File: src/rtl/pe_multifilter_conv_if.sv
// Load and psum stream handshakes for the multi-filter convolution PE.
// The slave modport is the PE; the master modport is whatever feeds and drains it.
interface pe_multifilter_conv_if #(
    parameter int unsigned IFMAP_WIDTH  = 16,
    parameter int unsigned FILTER_WIDTH = 8,
    parameter int unsigned PSUM_WIDTH   = 24
);
    logic                    ifmap_valid;
    logic                    ifmap_ready;
    logic [IFMAP_WIDTH-1:0]  ifmap_data;
    logic                    filt_valid;
    logic                    filt_ready;
    logic [FILTER_WIDTH-1:0] filt_data;
    logic                    psum_valid;
    logic                    psum_ready;
    logic [PSUM_WIDTH-1:0]   psum_data;

    modport master (
        output ifmap_valid, ifmap_data, filt_valid, filt_data, psum_ready,
        input  ifmap_ready, filt_ready, psum_valid, psum_data
    );

    modport slave (
        input  ifmap_valid, ifmap_data, filt_valid, filt_data, psum_ready,
        output ifmap_ready, filt_ready, psum_valid, psum_data
    );
endinterface

File: src/rtl/pe_multifilter_conv.sv
// 1-D convolution PE: loads one ifmap row and up to MAX_FILT filters, then runs every
// strided output position against every filter through a 2-stage MAC into an output FIFO.
module pe_multifilter_conv #(
    parameter int unsigned IFMAP_WIDTH  = 16,
    parameter int unsigned FILTER_WIDTH = 8,
    parameter int unsigned PSUM_WIDTH   = 24,
    parameter int unsigned ROW_MAX      = 32,
    parameter int unsigned FSIZE_MAX    = 8,
    parameter int unsigned MAX_FILT     = 4,
    parameter int unsigned STRIDE_W     = 3,
    parameter int unsigned PSUM_DEPTH   = 8,
    parameter bit          SATURATE     = 1'b0
) (
    input  logic                           clk,
    input  logic                           rst,
    input  logic                           start,
    input  logic [STRIDE_W-1:0]            stride,
    input  logic [$clog2(FSIZE_MAX+1)-1:0] filter_size,
    input  logic [$clog2(MAX_FILT+1)-1:0]  num_filt,
    input  logic [$clog2(ROW_MAX+1)-1:0]   row_len,
    pe_multifilter_conv_if.slave           bus,
    output logic                           busy,
    output logic                           done,
    output logic                           cfg_err
);
    localparam int unsigned FS_W   = $clog2(FSIZE_MAX + 1);
    localparam int unsigned NF_W   = $clog2(MAX_FILT + 1);
    localparam int unsigned RL_W   = $clog2(ROW_MAX + 1);
    localparam int unsigned IA_W   = $clog2(ROW_MAX);
    localparam int unsigned TAPS   = MAX_FILT * FSIZE_MAX;
    localparam int unsigned TAP_W  = $clog2(TAPS + 1);
    localparam int unsigned TA_W   = $clog2(TAPS);
    localparam int unsigned PTR_W  = $clog2(PSUM_DEPTH);
    localparam int unsigned CNT_W  = PTR_W + 1;
    localparam int unsigned PROD_W = IFMAP_WIDTH + FILTER_WIDTH;
    localparam int unsigned WIDE_W = ((PROD_W > PSUM_WIDTH) ? PROD_W : PSUM_WIDTH) + 1;

    typedef enum logic [2:0] {StIdle, StCheck, StLoad, StCompute, StDrain} state_e;

    state_e state_q, state_d;

    // Latched job configuration
    logic [STRIDE_W-1:0] stride_q;
    logic [FS_W-1:0]     fsize_q;
    logic [NF_W-1:0]     nfilt_q;
    logic [RL_W-1:0]     rowlen_q;
    logic [TAP_W-1:0]    total_q;

    // Load and issue counters
    logic [RL_W-1:0]  if_cnt_q;
    logic [TAP_W-1:0] tap_cnt_q;
    logic [FS_W-1:0]  k_q;
    logic [NF_W-1:0]  f_q;
    logic [RL_W-1:0]  pos_q;
    logic [TAP_W-1:0] fbase_q;

    // Scratchpads and output FIFO storage
    logic [IFMAP_WIDTH-1:0]  ifmap_mem [ROW_MAX];
    logic [FILTER_WIDTH-1:0] filt_mem  [TAPS];
    logic [PSUM_WIDTH-1:0]   psum_mem  [PSUM_DEPTH];

    // MAC pipeline
    logic              s1_valid_q, s1_first_q, s1_last_q;
    logic [PROD_W-1:0] s1_prod_q;
    logic [PSUM_WIDTH-1:0] acc_q, acc_next;
    logic                  sat_q, sat_next;

    // FIFO state and psums issued but not yet pushed
    logic [PTR_W-1:0] wr_ptr_q, rd_ptr_q;
    logic [CNT_W-1:0] cnt_q, inflight_q;

    logic cfg_bad, issue, room, k_last, f_last, o_last, grp_start;
    logic push, pop, drain_done, done_set, err_set, done_q, err_q;
    logic if_xfer, ft_xfer;
    logic [IA_W-1:0] ia;
    logic [TA_W-1:0] fa;

    assign cfg_bad = (fsize_q == '0) || (nfilt_q == '0) || (stride_q == '0) ||
                     (32'(rowlen_q) < 32'(fsize_q)) || (32'(rowlen_q) > ROW_MAX) ||
                     (32'(fsize_q) > FSIZE_MAX) || (32'(nfilt_q) > MAX_FILT);

    assign k_last    = (32'(k_q) + 1 == 32'(fsize_q));
    assign f_last    = (32'(f_q) + 1 == 32'(nfilt_q));
    // Last output position: the next stride would run the window past the row
    assign o_last    = (32'(pos_q) + 32'(stride_q) + 32'(fsize_q) > 32'(rowlen_q));
    // A group may start only if a FIFO slot is reserved for every psum already in flight
    assign room      = ((PSUM_DEPTH - 32'(cnt_q)) > 32'(inflight_q));
    assign grp_start = issue && (k_q == '0);
    assign ia        = IA_W'(pos_q) + IA_W'(k_q);
    assign fa        = TA_W'(fbase_q) + TA_W'(k_q);
    assign if_xfer   = bus.ifmap_valid && bus.ifmap_ready;
    assign ft_xfer   = bus.filt_valid && bus.filt_ready;

    assign push       = s1_valid_q && s1_last_q;
    assign pop        = bus.psum_valid && bus.psum_ready;
    assign drain_done = !s1_valid_q && ((cnt_q == '0) || ((cnt_q == CNT_W'(1)) && pop));

    // State register
    always_ff @(posedge clk) begin
        if (rst) state_q <= StIdle;
        else     state_q <= state_d;
    end

    // Next-state logic; start is ignored during the done cycle
    always_comb begin
        state_d = state_q;
        case (state_q)
            StIdle:    if (start && !done_q) state_d = StCheck;
            StCheck:   state_d = cfg_bad ? StIdle : StLoad;
            StLoad:    if ((if_cnt_q == rowlen_q) && (tap_cnt_q == total_q)) state_d = StCompute;
            StCompute: if (issue && k_last && f_last && o_last) state_d = StDrain;
            StDrain:   if (drain_done) state_d = StIdle;
            default:   state_d = StIdle;
        endcase
    end

    // FSM outputs: readies depend only on state and counters, never on valid
    always_comb begin
        busy            = (state_q != StIdle);
        bus.ifmap_ready = (state_q == StLoad) && (if_cnt_q < rowlen_q);
        bus.filt_ready  = (state_q == StLoad) && (tap_cnt_q < total_q);
        issue           = (state_q == StCompute) && ((k_q != '0) || room);
        done_set        = ((state_q == StCheck) && cfg_bad) || ((state_q == StDrain) && drain_done);
        err_set         = (state_q == StCheck) && cfg_bad;
    end

    // One-cycle done / cfg_err pulses
    always_ff @(posedge clk) begin
        if (rst) begin
            done_q <= 1'b0;
            err_q  <= 1'b0;
        end else begin
            done_q <= done_set;
            err_q  <= err_set;
        end
    end
    assign done    = done_q;
    assign cfg_err = err_q;

    // Configuration is captured only on an accepted start
    always_ff @(posedge clk) begin
        if (rst) begin
            stride_q <= '0;
            fsize_q  <= '0;
            nfilt_q  <= '0;
            rowlen_q <= '0;
            total_q  <= '0;
        end else if (state_q == StIdle && start && !done_q) begin
            stride_q <= stride;
            fsize_q  <= filter_size;
            nfilt_q  <= num_filt;
            rowlen_q <= row_len;
        end else if (state_q == StCheck) begin
            total_q <= TAP_W'(32'(fsize_q) * 32'(nfilt_q));
        end
    end

    // Load counters and (o, f, k) issue walk
    always_ff @(posedge clk) begin
        if (rst || state_q == StCheck) begin
            if_cnt_q  <= '0;
            tap_cnt_q <= '0;
            k_q       <= '0;
            f_q       <= '0;
            pos_q     <= '0;
            fbase_q   <= '0;
        end else begin
            if (if_xfer) if_cnt_q <= if_cnt_q + 1'b1;
            if (ft_xfer) tap_cnt_q <= tap_cnt_q + 1'b1;
            if (issue) begin
                if (!k_last) begin
                    k_q <= k_q + 1'b1;
                end else begin
                    k_q <= '0;
                    if (!f_last) begin
                        f_q     <= f_q + 1'b1;
                        fbase_q <= fbase_q + TAP_W'(fsize_q);
                    end else begin
                        f_q     <= '0;
                        fbase_q <= '0;
                        if (!o_last) pos_q <= pos_q + RL_W'(stride_q);
                    end
                end
            end
        end
    end

    // Scratchpad and FIFO storage writes
    always_ff @(posedge clk) begin
        if (if_xfer) ifmap_mem[IA_W'(if_cnt_q)] <= bus.ifmap_data;
        if (ft_xfer) filt_mem[TA_W'(tap_cnt_q)] <= bus.filt_data;
        if (push)    psum_mem[wr_ptr_q] <= acc_next;
    end

    // MAC stage 1: register the product with group-position flags
    always_ff @(posedge clk) begin
        if (rst) begin
            s1_valid_q <= 1'b0;
            s1_first_q <= 1'b0;
            s1_last_q  <= 1'b0;
            s1_prod_q  <= '0;
        end else begin
            s1_valid_q <= issue;
            s1_first_q <= (k_q == '0);
            s1_last_q  <= k_last;
            s1_prod_q  <= PROD_W'(ifmap_mem[ia]) * PROD_W'(filt_mem[fa]);
        end
    end

    // MAC stage 2 datapath: width-adjust, add, optionally clamp with a sticky flag
    always_comb begin
        logic [WIDE_W-1:0]     prod_wide;
        logic [PSUM_WIDTH-1:0] base;
        logic [PSUM_WIDTH:0]   sum;
        prod_wide = WIDE_W'(s1_prod_q);
        base      = s1_first_q ? '0 : acc_q;
        sum       = {1'b0, base} + {1'b0, prod_wide[PSUM_WIDTH-1:0]};
        sat_next  = (!s1_first_q && sat_q) || (|(prod_wide >> PSUM_WIDTH)) || sum[PSUM_WIDTH];
        acc_next  = (SATURATE && sat_next) ? '1 : sum[PSUM_WIDTH-1:0];
    end

    // MAC stage 2 accumulator
    always_ff @(posedge clk) begin
        if (rst) begin
            acc_q <= '0;
            sat_q <= 1'b0;
        end else if (s1_valid_q) begin
            acc_q <= acc_next;
            sat_q <= sat_next;
        end
    end

    // FIFO pointers, occupancy and in-flight reservation count
    always_ff @(posedge clk) begin
        if (rst) begin
            wr_ptr_q   <= '0;
            rd_ptr_q   <= '0;
            cnt_q      <= '0;
            inflight_q <= '0;
        end else begin
            if (push) wr_ptr_q <= wr_ptr_q + 1'b1;
            if (pop)  rd_ptr_q <= rd_ptr_q + 1'b1;
            case ({push, pop})
                2'b10:   cnt_q <= cnt_q + 1'b1;
                2'b01:   cnt_q <= cnt_q - 1'b1;
                default: cnt_q <= cnt_q;
            endcase
            case ({grp_start, push})
                2'b10:   inflight_q <= inflight_q + 1'b1;
                2'b01:   inflight_q <= inflight_q - 1'b1;
                default: inflight_q <= inflight_q;
            endcase
        end
    end

    // FIFO head; data forced to zero when empty so reset leaves the bus clean
    always_comb begin
        bus.psum_valid = (cnt_q != '0);
        bus.psum_data  = bus.psum_valid ? psum_mem[rd_ptr_q] : '0;
    end
endmodule

File: src/flat_wrapper.sv
// flat-port wrapper written by rule: the top's interface ports become plain ports
module pe_multifilter_conv_flat 
#(
    parameter int unsigned IFMAP_WIDTH  = 16,
    parameter int unsigned FILTER_WIDTH = 8,
    parameter int unsigned PSUM_WIDTH   = 24,
    parameter int unsigned ROW_MAX      = 32,
    parameter int unsigned FSIZE_MAX    = 8,
    parameter int unsigned MAX_FILT     = 4,
    parameter int unsigned STRIDE_W     = 3,
    parameter int unsigned PSUM_DEPTH   = 8,
    parameter bit          SATURATE     = 1'b0
)
  (clk, rst, start, stride, filter_size, num_filt, row_len, busy, done, cfg_err, bus_ifmap_valid, bus_ifmap_data, bus_filt_valid, bus_filt_data, bus_psum_ready, bus_ifmap_ready, bus_filt_ready, bus_psum_valid, bus_psum_data);
  pe_multifilter_conv_if #(.IFMAP_WIDTH(IFMAP_WIDTH), .FILTER_WIDTH(FILTER_WIDTH), .PSUM_WIDTH(PSUM_WIDTH)) bus_i ();
  input  logic clk;
  input  logic rst;
  input  logic start;
  input  logic [STRIDE_W-1:0] stride;
  input  logic [$clog2(FSIZE_MAX+1)-1:0] filter_size;
  input  logic [$clog2(MAX_FILT+1)-1:0] num_filt;
  input  logic [$clog2(ROW_MAX+1)-1:0] row_len;
  output logic busy;
  output logic done;
  output logic cfg_err;
  input wire logic [$bits(bus_i.ifmap_valid)-1:0] bus_ifmap_valid;
  input wire logic [$bits(bus_i.ifmap_data)-1:0] bus_ifmap_data;
  input wire logic [$bits(bus_i.filt_valid)-1:0] bus_filt_valid;
  input wire logic [$bits(bus_i.filt_data)-1:0] bus_filt_data;
  input wire logic [$bits(bus_i.psum_ready)-1:0] bus_psum_ready;
  output wire logic [$bits(bus_i.ifmap_ready)-1:0] bus_ifmap_ready;
  output wire logic [$bits(bus_i.filt_ready)-1:0] bus_filt_ready;
  output wire logic [$bits(bus_i.psum_valid)-1:0] bus_psum_valid;
  output wire logic [$bits(bus_i.psum_data)-1:0] bus_psum_data;
  assign bus_i.ifmap_valid = bus_ifmap_valid;
  assign bus_i.ifmap_data = bus_ifmap_data;
  assign bus_i.filt_valid = bus_filt_valid;
  assign bus_i.filt_data = bus_filt_data;
  assign bus_i.psum_ready = bus_psum_ready;
  assign bus_ifmap_ready = bus_i.ifmap_ready;
  assign bus_filt_ready = bus_i.filt_ready;
  assign bus_psum_valid = bus_i.psum_valid;
  assign bus_psum_data = bus_i.psum_data;
  pe_multifilter_conv #(.IFMAP_WIDTH(IFMAP_WIDTH), .FILTER_WIDTH(FILTER_WIDTH), .PSUM_WIDTH(PSUM_WIDTH), .ROW_MAX(ROW_MAX), .FSIZE_MAX(FSIZE_MAX), .MAX_FILT(MAX_FILT), .STRIDE_W(STRIDE_W), .PSUM_DEPTH(PSUM_DEPTH), .SATURATE(SATURATE)) u_core (.clk(clk), .rst(rst), .start(start), .stride(stride), .filter_size(filter_size), .num_filt(num_filt), .row_len(row_len), .bus(bus_i), .busy(busy), .done(done), .cfg_err(cfg_err));
endmodule
File: config.mk
export PLATFORM = sky130hd
export DESIGN_NAME = pe_multifilter_conv_flat
export DESIGN_NICKNAME = d
export VERILOG_FILES = /design/src/rtl/pe_multifilter_conv_if.sv /design/src/rtl/pe_multifilter_conv.sv /design/src/flat_wrapper.sv
export SDC_FILE = /design/constraint.sdc
export NUM_CORES = 1
export LEC_CHECK = 0
export ABC_AREA = 0
export BUFFER_PORTS_ARGS = -buffer_cell sky130_fd_sc_hd__clkbuf_2
export CAP_MARGIN = 10
export CELL_PAD_IN_SITES_DETAIL_PLACEMENT = 1
export CELL_PAD_IN_SITES_GLOBAL_PLACEMENT = 1
export CORE_MARGIN = 5
export CORE_UTILIZATION = 35
export DETAILED_ROUTE_END_ITERATION = 8
export PLACE_DENSITY_LB_ADDON = 0.1
export SYNTH_ARGS = -nofsm -noshare
export SYNTH_HDL_FRONTEND = slang
export SYNTH_SLANG_ARGS = --single-unit
File: constraint.sdc
create_clock -name clk -period 11.45 [get_ports clk]
set_clock_uncertainty 0.05 [all_clocks]
set_input_delay 1.145 -clock clk [delete_from_list [all_inputs] [get_ports clk]]
set_output_delay 1.145 -clock clk [all_outputs]
set_load 0.02 [all_outputs]
Yosys cells after proc, flatten, opt, wreduce, memory -nomap -nowiden
Memories as Yosys holds them, arrays and structs flattened. A register that Yosys moved wholly into a read port is not among the register bits.
Cells that the tools add are included.
{ "op_classes": {"n_addsub": 20, "n_mul": 2, "magnitude_cmp": 8, "n_eq_ne": 17, "muxes": 21, "bitwise_logic": 2, "n_reduce_logical": 46} }
{ "op_table": {"columns": ["operator", "n"], "rows": [
  ["24-bit 2-to-1 mux", 2],
  ["32-bit by 4-bit adder with 32-bit output", 1],
  ["32-bit by 3-bit == test with 1-bit output", 1],
  ["32-bit by 4-bit == test with 1-bit output", 1],
  ["32-bit by 4-bit greater-than comparator with 1-bit output", 1],
  ["32-bit by 6-bit greater-than comparator with 1-bit output", 1],
  ["24-bit adder", 1],
  ["16-bit by 8-bit multiplier with 24-bit output", 1],
  ["3-bit 2-to-1 mux", 7],
  ["1-bit logical AND", 19],
  ["4-bit case mux with 2 select lines", 2],
  ["3-bit case mux with 5 select lines", 1],
  ["4-bit by 1-bit adder with 4-bit output, second input constant", 3],
  ["6-bit by 1-bit adder with 6-bit output, second input constant", 2],
  ["6-bit == test", 2],
  ["4-bit logical NOT", 3],
  ["6-bit less-than comparator", 2],
  ["5-bit by 4-bit adder with 5-bit output", 2],
  ["1-bit logical OR", 10],
  ["3-bit by 1-bit adder with 3-bit output, second input constant", 3],
  ["3-bit logical NOT", 3],
  ["2-bit by 1-bit != test with 1-bit output, second input constant", 4],
  ["4-bit AND reduction", 2],
  ["4-bit nonzero test", 2],
  ["other kinds (27)", 40]
]} }
{ "word_totals": {"register_bits": 123, "ram_bits": 960, "inputBits": 46, "output_inout_bits": 30, "wordCells": 142, "n_memories": 3} }
{ "mem_list": {"columns": ["memory", "words", "width", "read_ports", "rd_ports_with_merged_regs", "write_ports", "line", "text"], "rows": [
  ["u_core.ifmap_mem", 32, 16, 1, 0, 1, "pe_multifilter_conv.sv:58", "logic [IFMAP_WIDTH-1:0] ifmap_mem [ROW_MAX];"],
  ["u_core.filt_mem", 32, 8, 1, 0, 1, "pe_multifilter_conv.sv:59", "logic [FILTER_WIDTH-1:0] filt_mem [TAPS];"],
  ["u_core.psum_mem", 8, 24, 1, 1, 1, "pe_multifilter_conv.sv:60", "logic [PSUM_WIDTH-1:0] psum_mem [PSUM_DEPTH];"]
]} }

Longest topological paths before layout
{ "depth": {"depth_word": 9, "mapped_depth": 27, "depth_no_buf": 26} }

Worst setup path before layout
No wires, ideal clock.
{ "synth_timing": {"path_type": "register -> register", "start": "register u_core.k_q[0]", "end": "register u_core.s1_prod_q[20]", "setup_ns": 0.132, "t_arrival_ns": 6.824, "required_ns": 11.268, "setup_slack_ns": 4.443, "stages_incl_launch_ff": 26, "n_path_buf": 2, "synth_period_minus_slack_ns": 7.007, "path_cell_list": "dfxtp_1 -> ha_1 -> inv_1 -> fa_1 -> clkbuf_1 -> clkbuf_1 -> mux4_2 -> mux4_2 -> mux2i_4 -> nor2_1 -> fa_1 -> inv_1 -> fa_1 -> inv_1 -> fa_1 -> inv_1 -> fa_1 -> inv_1 -> ha_1 -> and3_1 -> a221oi_1 -> a21oi_1 -> a22oi_1 -> o21ai_0 -> nand4_1 -> o211ai_1"} }
{ "synth_between": {"elab_chain_cells": 3, "word_cells_on_any_way": 5, "cone_classes": "add/sub: 2; mul: 1; memory: 2"} }
{ "synth_rtl": {"columns": ["element", "line", "text"], "rows": [
  ["start: declaration", "pe_multifilter_conv.sv:52", "logic [FS_W-1:0] k_q;"],
  ["start signal: assignment", "pe_multifilter_conv.sv:172", "k_q <= k_q + 1'b1;"],
  ["5-bit by 4-bit adder with 5-bit output (on tied branches)", "pe_multifilter_conv.sv:89, pe_multifilter_conv.sv:90", null],
  ["memory 32 x 16 bit / memory 32 x 8 bit (equally long branches)", null, null],
  ["16-bit by 8-bit multiplier with 24-bit output *", "pe_multifilter_conv.sv:206", "s1_prod_q <= PROD_W'(ifmap_mem[ia]) * PROD_W'(filt_mem[fa]);"],
  ["end signal: assignment", "pe_multifilter_conv.sv:206", null],
  ["end: declaration", "pe_multifilter_conv.sv:64", "logic [PROD_W-1:0] s1_prod_q;"]
]} }
Mark *: on every way between the ends. The rest lies on a longest branch, timed or not.
A chain may end at the register's enable or synchronous reset.

Worst setup path in the final report
Ends and elaborated chain as after synthesis.

==> flow_metrics.py <==
metrics = {
    "clock_network": {
        "insertion_delay_ns": 0.77,
        "cts_tree": "done",
        "hold_buffers": 0,
        "clkTransAtPathRegs_ns": 0.06,
        "cts_setup_buffers": 0,
        "root_buffer": "clkbuf_16",
        "clockBufferDepth": 3,
        "cts_made_buffers": 120,
        "cts-resized-gates": 0,
        "clock-sinks": 1085,
        "cts.htree.levels": 3,
    },
    "timing": {
        "slew_violations": 0,
        "relSlewSlack_pct": 16.7,
        "max_freq_ghz": 0.117,
        "tns_ns": 0,
        "period_share_pct": 74.5,
        "tightestPinTransition_ns": 1.25,
        "setup_viol": 0,
        "final-hold-violation-count": 0,
        "finalCriticalPeriod_ns": 8.53,
        "rsz0062_at_grt": "no",
    },
    "worst_setup_path": {
        "setup.worst_path.end": "u_core.s1_prod_q[20]",
        "arrival_ns": 9.07,
        "crit_type": "reg -> reg",
        "cp-startpoint": "u_core.k_q[0]",
        "endpoint_kind": "flop",
        "reg2reg_from": "u_core.k_q[0]",
        "reg2reg_to": "u_core.s1_prod_q[20]",
        "crit_top_cell": "inv_1",
        "worst-path-stages": 25,
        "reg2reg_slack_ns": 2.92,
        "rr_worst_depth": 25,
        "crit_required_ns": 11.99,
        "cp_num_buf_inv": 7,
        "crit_family": "adder cells",
        "slowest_delay_ns": 0.54,
        "crit_path_max_fanout": 35,
        "critPathSlowestCell": "fa_1",
        "startpoint_type": "flop",
    },
    "pwr": {
        "leakagePower_nw": 18.6,
        "internal_power_mw": 8.02,
        "p_seq_share_pct": 39.2,
        "p_per_area_nw_per_um2": 210,
        "p_switching_mw": 3.67,
        "swShare_pct": 31.4,
        "clockPowerShare_pct": 32.5,
        "irDropWorstVdd_mv": 0.141,
        "p_comb_share_pct": 28.3,
    },
    "detailed_routing": {
        "wirelength_um": 127000,
        "drc": 0,
        "wl_per_cell_um": 25.2,
        "num_vias": 25900,
        "ant_nets": 0,
        "vias_per_cell": 5.15,
        "firstDrtPassIters": 5,
        "first_iter_violations": 1580,
    },
    "final_layout": {
        "drive_gt1_share_pct": 21.9,
        "area_growth_pct": 13.6,
        "final_nets": 3333,
        "layout.cells.non_filler": 5033,
        "fin_util_pct": 39.9,
        "postLayoutCellArea_um2": 55600,
    },
    "flow_run": {
        "max_cap_viol_count": 0,
    },
    "synth": {
        "synth_edf_count": 960,
        "synthTopCellsByCount": "960 x edfxtp_1, 300 x nor2_1, 283 x mux4_2",
        "ys.flop_type": "edfxtp_1",
        "synth_top_area_share_pct": 58.9,
        "ys_warn_count": 0,
        "ys_ff_latch": 1085,
        "synth_async_sr_flop_share_pct": 0,
        "ys_types": 80,
        "synth_top_area_cell": "edfxtp_1",
        "synth_nets": 3201,
        "synthTopCellsByArea": "edfxtp_1 59%, mux4_2 13%, dfxtp_1 5.1%, fa_1 3.8%, ha_1 3.5%",
        "syn_area_um2": 49000,
        "synthCells": 2925,
        "avgSynthCellArea_um2": 16.7,
        "yosysMostFrequentCell": "edfxtp_1",
        "ys_seq_area_share_pct": 64.0,
    },
    "placement": {
        "place_congestion": 0.777,
        "place_inst": 4811,
        "portBuffers": 75,
        "hpwlAfterDp_um": 80600,
        "placedInstanceArea_um2": 51800,
    },
    "floorplanning": {
        "die-area_um2": 148000,
        "dieWidth_um": 384,
        "dieHeight_um": 384,
        "ioPinCount": 76,
        "std_cell_rows": 137,
        "initial_core_util_pct": 35.1,
        "coreArea_um2": 139000,
    },
    "global_route": {
        "track_usage_pct": 17.3,
        "antenna_found_initial": 6,
        "grt_pass1_wl_um": 189000,
        "grt_max_degree": 66,
        "grt_pass1_vias": 28300,
        "grt_overflow": 0,
    },
    "status": {
        "status": "completed",
    },
    "worst_hold_path": {
        "min_path_type": "reg -> reg",
    },
}
[per-stage QoR]
stage | hold WS, ns | worst slack, ns | power, mW
6_report | 0.412 | 2.92 | 11.7
5_1_grt | 0.434 | 2.41 | 12.5
4_1_cts | 0.414 | 2.80 | 11.9
3_5_place_dp | 0.400 | 2.78 | 8.04
3_3_place_gp | 0.388 | 2.95 | 7.97
2_1_floorplan | 0.362 | 4.44 | 7.05
[logic make-up (layout without fill, tap and decap cells)]
logic type	count (synthesis)	after routing	synth area share, %
buffers and inverters	293	521	2.57
adder cells (fa/ha/maj)	230	230	7.32
multiplexers	361	361	15.4
AND/OR/NAND/NOR	623	623	5.92
AO/OA/AOI/OAI	263	263	3.50
other	0	4	0
XOR/XNOR	70	70	1.34
flip-flops	1085	1085	64.0
[worst min path at each step]
stage	from	endpoint	slack, ns	cells past startpoint
2_1_floorplan	u_core.acc_q[21]	u_core.acc_q[21]	0.36	2
3_3_place_gp	u_core.acc_q[21]	u_core.acc_q[21]	0.39	2
3_5_place_dp	u_core.acc_q[21]	u_core.acc_q[21]	0.40	2
4_1_cts	u_core.acc_q[21]	u_core.acc_q[21]	0.41	2
5_1_grt	u_core.acc_q[21]	u_core.acc_q[21]	0.43	2
6_report	u_core.acc_q[21]	u_core.acc_q[21]	0.41	2
[worst min-delay path: cells and delay by family (launching register included)]
kind | cells | cell delay, ns
DFF | 1 | 0.32
and+or+nand+nor | 1 | 0.06
AOI/OAI and AO/OA | 1 | 0.05
[power by group through the flow]
stage	clock, mW	combinational (mW)	sequential, mW
2_1_floorplan	0	2.46	4.58
3_3_place_gp	0	3.31	4.66
3_5_place_dp	0	3.37	4.67
4_1_cts	3.92	3.39	4.59
5_1_grt	4.10	3.76	4.59
6_report	3.80	3.31	4.58
[registers in the layout, summed over array words and instances, names as in the netlist, 5 cells and up, named ones only]
signal,cells
u_core.if_cnt_q,6
u_core.fbase_q,5
u_core.pos_q,6
u_core.rowlen_q,6
u_core.filt_mem,256
u_core.s1_prod_q,24
u_core.total_q,6
u_core.acc_q,24
u_core.ifmap_mem,512
u_core.psum_mem,192
u_core.tap_cnt_q,6
[layer usage]
metal	part of all wire (%)	track usage (%)
met3	4.2	3.14
met5	0.010	0
met2	49	28.9
met4	2.0	3.89
met1	45	23.6
[final cells by class]
cell class | count | area, um^2
fillers | 13600 | 83700
clock inverters | 63 | 713
multi-input cells | 1547 | 16600
diodes | 4 | 10.0
flip-flops and latches | 1085 | 31300
repair buffers | 136 | 861
inverters | 167 | 627
well taps | 1876 | 2350
clock buffers | 155 | 3160
[cell usage in the layout (no fill, tap or decap), types with 18 or more instances in the layout]
| cell type | instances |
|---|---|
| nor2_1 | 267 |
| clkbuf_16 | 120 |
| nand4_1 | 22 |
| fa_1 | 92 |
| or2_1 | 21 |
| mux2i_1 | 42 |
| or3_1 | 18 |
| nor2b_1 | 44 |
| o21ai_0 | 32 |
| xnor2_1 | 40 |
| clkinv_1 | 21 |
| a21o_1 | 29 |
| dfxtp_1 | 123 |
| mux4_2 | 283 |
| nor2_2 | 40 |
| clkbuf_2 | 74 |
| mux2i_4 | 23 |
| xor2_1 | 24 |
| edfxtp_1 | 960 |
| inv_1 | 167 |
| ha_1 | 134 |
| a21oi_1 | 91 |
| nand2_1 | 105 |
| buf_4 | 60 |
| clkbuf_1 | 32 |
Note: power is estimated with default switching activity, not from simulation.
